===== config.mk =====
export PLATFORM = sky130hd
export DESIGN_NAME = lcd_pixel_serializer_flat
export DESIGN_NICKNAME = d
export VERILOG_FILES = /design/src/rtl/lcd_pixel_serializer_if.sv /design/src/rtl/lcd_pixel_serializer.sv /design/src/flat_wrapper.sv
export SDC_FILE = /design/constraint.sdc
export NUM_CORES = 1
export LEC_CHECK = 0
export BUFFER_PORTS_ARGS = -buffer_cell sky130_fd_sc_hd__buf_2
export CAP_MARGIN = 20
export CORE_MARGIN = 2
export CORE_UTILIZATION = 50
export CTS_BUF_LIST = sky130_fd_sc_hd__clkbuf_4 sky130_fd_sc_hd__clkbuf_8
export CTS_CLUSTER_DIAMETER = 30
export DETAILED_ROUTE_END_ITERATION = 8
export PLACE_DENSITY_LB_ADDON = 0.15
export SYNTH_ARGS = -nofsm -noshare
export SYNTH_HDL_FRONTEND = slang
export SYNTH_SLANG_ARGS = --single-unit

===== constraint.sdc =====
create_clock -name pixel_clk -period 16.9 [get_ports pixel_clk]
set_input_delay 2.535 -clock pixel_clk [delete_from_list [all_inputs] [get_ports pixel_clk]]
set_output_delay 2.535 -clock pixel_clk [all_outputs]
set_load 0.01 [all_outputs]

===== src/rtl/lcd_pixel_serializer_if.sv =====
// DMA write channel of the LCD pixel serializer: the DMA side offers 32-bit
// pixel words with a valid strobe, and the serializer answers with ready.
interface lcd_pixel_serializer_if;
  logic        wr_valid;
  logic [31:0] wr_data;
  logic        wr_ready;

  modport master (output wr_valid, output wr_data, input wr_ready);
  modport slave  (input wr_valid, input wr_data, output wr_ready);
endinterface


===== src/rtl/lcd_pixel_serializer.sv =====
// LCD pixel serializer: buffers DMA pixel words in a FIFO, unpacks one word at
// a time into pixels of the selected depth (1/2/4/8 grayscale, RGB565, 24-bit)
// and drives one registered 24-bit pixel per active-pixel strobe.
module lcd_pixel_serializer #(
  parameter int FIFO_DEPTH = 16,
  parameter int WM_LEVEL   = 4
) (
  input  logic                          pixel_clk,
  input  logic                          rst,
  input  logic                          lcd_en,
  input  logic [2:0]                    lcd_bpp,
  input  logic                          bepo,
  input  logic                          bgr,
  lcd_pixel_serializer_if.slave         wr,
  input  logic                          pixel_disp_on,
  input  logic                          frame_start,
  input  logic                          underflow_clr,
  output logic [23:0]                   LCDVD,
  output logic [$clog2(FIFO_DEPTH):0]   fifo_level,
  output logic                          dma_req,
  output logic                          underflow
);
  localparam int AW = $clog2(FIFO_DEPTH);
  localparam int LW = AW + 1;

  // Pixel width in bits for a bpp code; codes above 5 behave as 24 bpp.
  function automatic logic [5:0] bpp_bits(input logic [2:0] code);
    case (code)
      3'd0:    bpp_bits = 6'd1;
      3'd1:    bpp_bits = 6'd2;
      3'd2:    bpp_bits = 6'd4;
      3'd3:    bpp_bits = 6'd8;
      3'd4:    bpp_bits = 6'd16;
      default: bpp_bits = 6'd24;
    endcase
  endfunction

  // Extract pixel[idx] from a word and expand it to {R,G,B} bytes.
  function automatic logic [23:0] pixel_fmt(input logic [31:0] w, input logic [4:0] idx,
                                            input logic [2:0] code, input logic be,
                                            input logic swap);
    logic [10:0] bits;
    logic [10:0] lo;
    logic [31:0] sh;
    logic [7:0]  r, g, b;
    bits = {5'd0, bpp_bits(code)};
    // bepo=1 counts pixels down from bit 31; a bpp change mid-word may wrap lo,
    // which only yields an undefined pixel value.
    lo   = be ? (11'd32 - ({6'd0, idx} + 11'd1) * bits) : {6'd0, idx} * bits;
    sh   = w >> lo;
    case (code)
      3'd0:    begin g = {8{sh[0]}};   r = g; b = g; end
      3'd1:    begin g = {4{sh[1:0]}}; r = g; b = g; end
      3'd2:    begin g = {2{sh[3:0]}}; r = g; b = g; end
      3'd3:    begin g = sh[7:0];      r = g; b = g; end
      3'd4:    begin
        r = {sh[15:11], sh[15:13]};
        g = {sh[10:5],  sh[10:9]};
        b = {sh[4:0],   sh[4:2]};
      end
      default: begin r = w[23:16]; g = w[15:8]; b = w[7:0]; end
    endcase
    pixel_fmt = swap ? {b, g, r} : {r, g, b};
  endfunction

  logic [31:0]   mem_q [FIFO_DEPTH];
  logic [AW-1:0] wr_ptr_q, wr_ptr_d, rd_ptr_q, rd_ptr_d;
  logic [LW-1:0] level_q, level_d;
  logic [31:0]   cur_q, cur_d;
  logic          cur_vld_q, cur_vld_d;
  logic [4:0]    idx_q, idx_d;
  logic [23:0]   lcdvd_q, lcdvd_d;
  logic          underflow_q, underflow_d;

  logic          wr_ready_s, push_s, emit_s, last_s, load_s, set_uf_s;
  logic [5:0]    ppw_s;
  logic [23:0]   pix_s;

  // Handshake, unpacker control and pixel formatting from registered state.
  always_comb begin
    wr_ready_s = !rst && lcd_en && (level_q < LW'(FIFO_DEPTH));
    push_s     = wr.wr_valid && wr_ready_s;
    ppw_s      = (bpp_bits(lcd_bpp) == 6'd24) ? 6'd1 : (6'd32 / bpp_bits(lcd_bpp));
    emit_s     = lcd_en && pixel_disp_on && cur_vld_q;
    // >= rather than == so a bpp change mid-word cannot run the index away.
    last_s     = ({1'b0, idx_q} >= (ppw_s - 6'd1));
    load_s     = lcd_en && !frame_start && (level_q != '0) && (!cur_vld_q || (emit_s && last_s));
    set_uf_s   = lcd_en && pixel_disp_on && !cur_vld_q;
    pix_s      = pixel_fmt(cur_q, idx_q, lcd_bpp, bepo, bgr);
  end

  // Next-state for FIFO pointers/level, current word, output pixel and flag.
  always_comb begin
    wr_ptr_d    = wr_ptr_q;
    rd_ptr_d    = rd_ptr_q;
    level_d     = level_q;
    cur_d       = cur_q;
    cur_vld_d   = cur_vld_q;
    idx_d       = idx_q;
    lcdvd_d     = 24'd0;
    underflow_d = underflow_q;
    if (!lcd_en) begin
      wr_ptr_d  = '0;
      rd_ptr_d  = '0;
      level_d   = '0;
      cur_vld_d = 1'b0;
      idx_d     = 5'd0;
    end else begin
      if (push_s) wr_ptr_d = wr_ptr_q + AW'(1);
      else        wr_ptr_d = wr_ptr_q;
      if (load_s) begin
        rd_ptr_d  = rd_ptr_q + AW'(1);
        cur_d     = mem_q[rd_ptr_q];
        cur_vld_d = 1'b1;
        idx_d     = 5'd0;
      end else if (frame_start) begin
        cur_vld_d = 1'b0;
        idx_d     = 5'd0;
      end else if (emit_s && last_s) begin
        cur_vld_d = 1'b0;
      end else if (emit_s) begin
        idx_d     = idx_q + 5'd1;
      end else begin
        idx_d     = idx_q;
      end
      case ({push_s, load_s})
        2'b10:   level_d = level_q + LW'(1);
        2'b01:   level_d = level_q - LW'(1);
        default: level_d = level_q;
      endcase
      lcdvd_d = emit_s ? pix_s : 24'd0;
    end
    // A set in the same cycle as a clear wins.
    if (set_uf_s)           underflow_d = 1'b1;
    else if (underflow_clr) underflow_d = 1'b0;
    else                    underflow_d = underflow_q;
  end

  // FIFO storage; contents are don't-care until written, so no reset.
  always_ff @(posedge pixel_clk) begin
    if (push_s) mem_q[wr_ptr_q] <= wr.wr_data;
  end

  // State registers with synchronous reset taking priority over everything.
  always_ff @(posedge pixel_clk) begin
    if (rst) begin
      wr_ptr_q    <= '0;
      rd_ptr_q    <= '0;
      level_q     <= '0;
      cur_q       <= 32'd0;
      cur_vld_q   <= 1'b0;
      idx_q       <= 5'd0;
      lcdvd_q     <= 24'd0;
      underflow_q <= 1'b0;
    end else begin
      wr_ptr_q    <= wr_ptr_d;
      rd_ptr_q    <= rd_ptr_d;
      level_q     <= level_d;
      cur_q       <= cur_d;
      cur_vld_q   <= cur_vld_d;
      idx_q       <= idx_d;
      lcdvd_q     <= lcdvd_d;
      underflow_q <= underflow_d;
    end
  end

  assign wr.wr_ready = wr_ready_s;
  assign LCDVD       = lcdvd_q;
  assign fifo_level  = level_q;
  assign underflow   = underflow_q;
  assign dma_req     = !rst && lcd_en && (level_q <= LW'(WM_LEVEL));
endmodule


===== src/flat_wrapper.sv =====
// flat-port wrapper written by rule: the top's interface ports become plain ports
module lcd_pixel_serializer_flat 
#(
  parameter int FIFO_DEPTH = 16,
  parameter int WM_LEVEL   = 4
)
  (pixel_clk, rst, lcd_en, lcd_bpp, bepo, bgr, pixel_disp_on, frame_start, underflow_clr, LCDVD, fifo_level, dma_req, underflow, wr_wr_valid, wr_wr_data, wr_wr_ready);
  lcd_pixel_serializer_if wr_i ();
  input  logic pixel_clk;
  input  logic rst;
  input  logic lcd_en;
  input  logic [2:0] lcd_bpp;
  input  logic bepo;
  input  logic bgr;
  input  logic pixel_disp_on;
  input  logic frame_start;
  input  logic underflow_clr;
  output logic [23:0] LCDVD;
  output logic [$clog2(FIFO_DEPTH):0] fifo_level;
  output logic dma_req;
  output logic underflow;
  input wire logic [$bits(wr_i.wr_valid)-1:0] wr_wr_valid;
  input wire logic [$bits(wr_i.wr_data)-1:0] wr_wr_data;
  output wire logic [$bits(wr_i.wr_ready)-1:0] wr_wr_ready;
  assign wr_i.wr_valid = wr_wr_valid;
  assign wr_i.wr_data = wr_wr_data;
  assign wr_wr_ready = wr_i.wr_ready;
  lcd_pixel_serializer #(.FIFO_DEPTH(FIFO_DEPTH), .WM_LEVEL(WM_LEVEL)) u_core (.pixel_clk(pixel_clk), .rst(rst), .lcd_en(lcd_en), .lcd_bpp(lcd_bpp), .bepo(bepo), .bgr(bgr), .wr(wr_i), .pixel_disp_on(pixel_disp_on), .frame_start(frame_start), .underflow_clr(underflow_clr), .LCDVD(LCDVD), .fifo_level(fifo_level), .dma_req(dma_req), .underflow(underflow));
endmodule

==> results.cfg <==
[drt]
ant_nets = 0
drt_iter0_markers = 1556
wl_per_cell_microns = 24.7
vias = 17600
drc = 0
via_per_inst = 6.02
first_pass_iters = 6
wl_microns = 72200

[yosys]
ys.flop_type = edfxtp_1
synthArstFlopShare_pct = 0
ys_seq_area_share_pct = 60.9
syn-num-nets = 2099
yosys_warnings = 0
syn_area_per_cell_sq_um = 14.1
syn_inst = 1963
synth_edf_count = 512
ys_types = 91
synth_seq_cells = 588
synthesis.area_sq_um = 27800

[place]
hpwl_microns = 42800
gp_congestion = 0.973
dp.cells = 2714
io_buffers = 75

[flow_run]
cap_violations = 0

[layout]
utilization_pct = 57.1
fin_nets = 2214
stdcell_count = 2919
final_common_cell = edfxtp_1
fillers = 4416
layout.cells.most_common_list = 512 x edfxtp_1, 121 x nor2_1, 114 x clkbuf_8, 106 x mux4_2, 105 x nand2_1
drive_gt1_share_pct = 22.2
area_growth_syn_to_layout_pct = 13.2

[worst_setup_path]
required_ns = 17.52
cpPeakStageDelay_ns = 0.71
cp_max_fo = 56
crit_top_cell = ha_1
worstSetupPathType = in2reg
rr_endpoint = u_core.LCDVD[3]$_SDFF_PP0_
crit_start = lcd_bpp[2]
crit_path_top_delay_cell = nor3_1
reg2regPathDepth = 21
crit_path_end_kind = flop
reg2reg_slack_ns = 9.85
cp-start-kind = input pin
timing.rr.start = u_core.idx_q[0]$_SDFFE_PP0P_
cp.arrival_ns = 13.93
crit_end = u_core.fifo_level[4]$_SDFFE_PP0P_

[floorplanning]
dieArea_sq_um = 57400
core_area_sq_um = 55000
start_util_pct = 50.5
row_count = 86
ios = 76
die_h_microns = 240
die_w_microns = 240

[sta]
worst_slew_pin_slew_ns = 1.10
hold_violations = 0
fmax_ghz = 0.0751
tns_ns = 0
relSlewSlack_pct = 26.0
finClkSkew_ns = 0.0395
finalMaxSlewViolations = 0
setup_viol = 0
whs_ns = 0.481
rsz0062_at_grt = false
layout_min_cycle_time_ns = 13.31
fin_crit_sh_pct = 78.8

[cts]
tritoncts = built
insertion_delay_ns = 0.71
clkSinkCount = 588
postCtsHoldBufs = 0
cts_buffer_depth = 3
clockRootBuffer = clkbuf_8
clkTransAtPathRegs_ns = 0.05
post-cts-setup-buffers = 0
numCtsBuffers = 110
post_cts_resized = 0
htreeDepth = 3

[outcome]
status = finished clean

[global_route]
grt_pass1_wl_microns = 109000
grt_pass1_vias = 17500
antenna_found_initial = 4
grt_max_degree = 61
track_usage_pct = 25.6
grt-ovfl-total = 0

[pwr]
powerDensity_nw_per_um2 = 103
p_leak_uw = 0.0105
vdd_drop_max_v = 0.0000836

[worst_hold_path]
hold_path_class = reg2reg
## per-layer routing
layer	vias to the layer above	global-route usage, %	part of all wire [%]
li1	7893	-	-
met1	8896	35.5	44
met2	640	41.0	48
met3	139	4.78	6.1
met4	4	8.01	2.5
met5	-	0	0.037
## kinds of logic after synthesis
group	Yosys count	share of synthesized area, %
mux	227	13.1
fa+ha+maj	92	4.77
simple gates	471	8.30
compound gates	365	9.06
buf+inv	188	2.81
xor+xnor	32	1.10
flops	588	60.9
## where the power goes
part / total [uW] / leakage [uW] / internal (uW) / switching [uW]
Sequential: 1580 / 0.00522 / 1580 / 2.99
Clock: 1470 / 0.00125 / 865 / 609
Combinational: 179 / 0.00404 / 57.8 / 121
Total: 3240 / 0.0105 / 2500 / 733
## critical path: cells and delay by family
kind / cells / cell delay (ns)
xor gates and xnor gates: 1 / 0.13
muxes: 1 / 0.40
buffers and inverters: 6 / 1.56
adders and majority gates: 8 / 2.87
and+or+nand+nor: 8 / 2.82
AOI/OAI and AO/OA: 20 / 3.57
## sequential cells by signal, summed over array words and instances (netlist names)
register / count
u_core.fifo_level: 5
u_core.LCDVD: 24
u_core.cur_q: 32
u_core.idx_q: 5
u_core.rd_ptr_q: 4
u_core.cur_vld_q: 1
u_core.wr_ptr_q: 4
u_core.underflow: 1
u_core.mem_q: 512
## how the worst min path moves through the flow
stage / depth (start not counted) / slack [ns] / end / start
after floorplan: 2 / 0.48 / u_core.cur_q[26]$_SDFFE_PP0P_ / u_core.cur_q[26]$_SDFFE_PP0P_
after global placement: 2 / 0.47 / u_core.underflow$_SDFFE_PP0P_ / u_core.underflow$_SDFFE_PP0P_
after detailed placement: 2 / 0.48 / u_core.underflow$_SDFFE_PP0P_ / u_core.underflow$_SDFFE_PP0P_
after CTS: 2 / 0.49 / u_core.underflow$_SDFFE_PP0P_ / u_core.underflow$_SDFFE_PP0P_
after global routing: 2 / 0.53 / u_core.underflow$_SDFFE_PP0P_ / u_core.underflow$_SDFFE_PP0P_
final: 2 / 0.48 / u_core.underflow$_SDFFE_PP0P_ / u_core.underflow$_SDFFE_PP0P_
## metrics by stage
step	setup WS [ns]	total power, uW	cell area [sq um]
after detailed placement	3.00	1790	29000
after global routing	2.77	3350	31400
after CTS	3.73	3260	31400
after global placement	3.34	1790	29000
final	3.59	3240	31400
after floorplan	5.07	1730	27800
## cells in the mapped netlist (5+ instances only)
master	n	share of area, %
a211oi_1	16	0.43
a21o_1	16	0.43
a21oi_1	62	1.1
a221oi_1	20	0.63
a22oi_1	23	0.62
a31oi_1	14	0.32
a32oi_1	6	0.19
and2_1	28	0.63
and3_1	29	0.65
buf_1	17	0.23
buf_2	18	0.32
buf_4	7	0.19
clkbuf_1	65	0.88
dfxtp_1	76	5.5
edfxtp_1	512	55
fa_1	23	1.7
ha_1	69	3.1
inv_1	75	1.0
mux2_2	16	0.65
mux2i_1	103	3.7
mux4_2	106	8.6
nand2_1	105	1.4
nand2b_1	13	0.29
nand3_1	68	1.2
nand4_1	10	0.23
nor2_1	133	1.8
nor2b_1	8	0.18
nor3_1	39	0.70
nor3b_1	6	0.16
nor4_1	8	0.18
o211ai_1	9	0.24
o21a_1	10	0.27
o21ai_0	97	1.7
o21ai_1	9	0.16
o22ai_1	9	0.20
or2_2	6	0.14
or3_1	5	0.11
xnor2_1	16	0.50
xor2_1	14	0.44
## cell type report
type	count	area (sq um)	area share, %
Sequential cell	588	16900	53.8
Multi-Input combinational cell	1187	10200	32.5
Clock buffer	141	1770	5.64
Tap cell	748	936	2.98
Timing Repair Buffer	113	661	2.10
Clock inverter	62	643	2.05
Inverter	78	295	0.940
Antenna cell	2	5.00	0.0159
No activity file was read; power rests on OpenSTA's default activity.
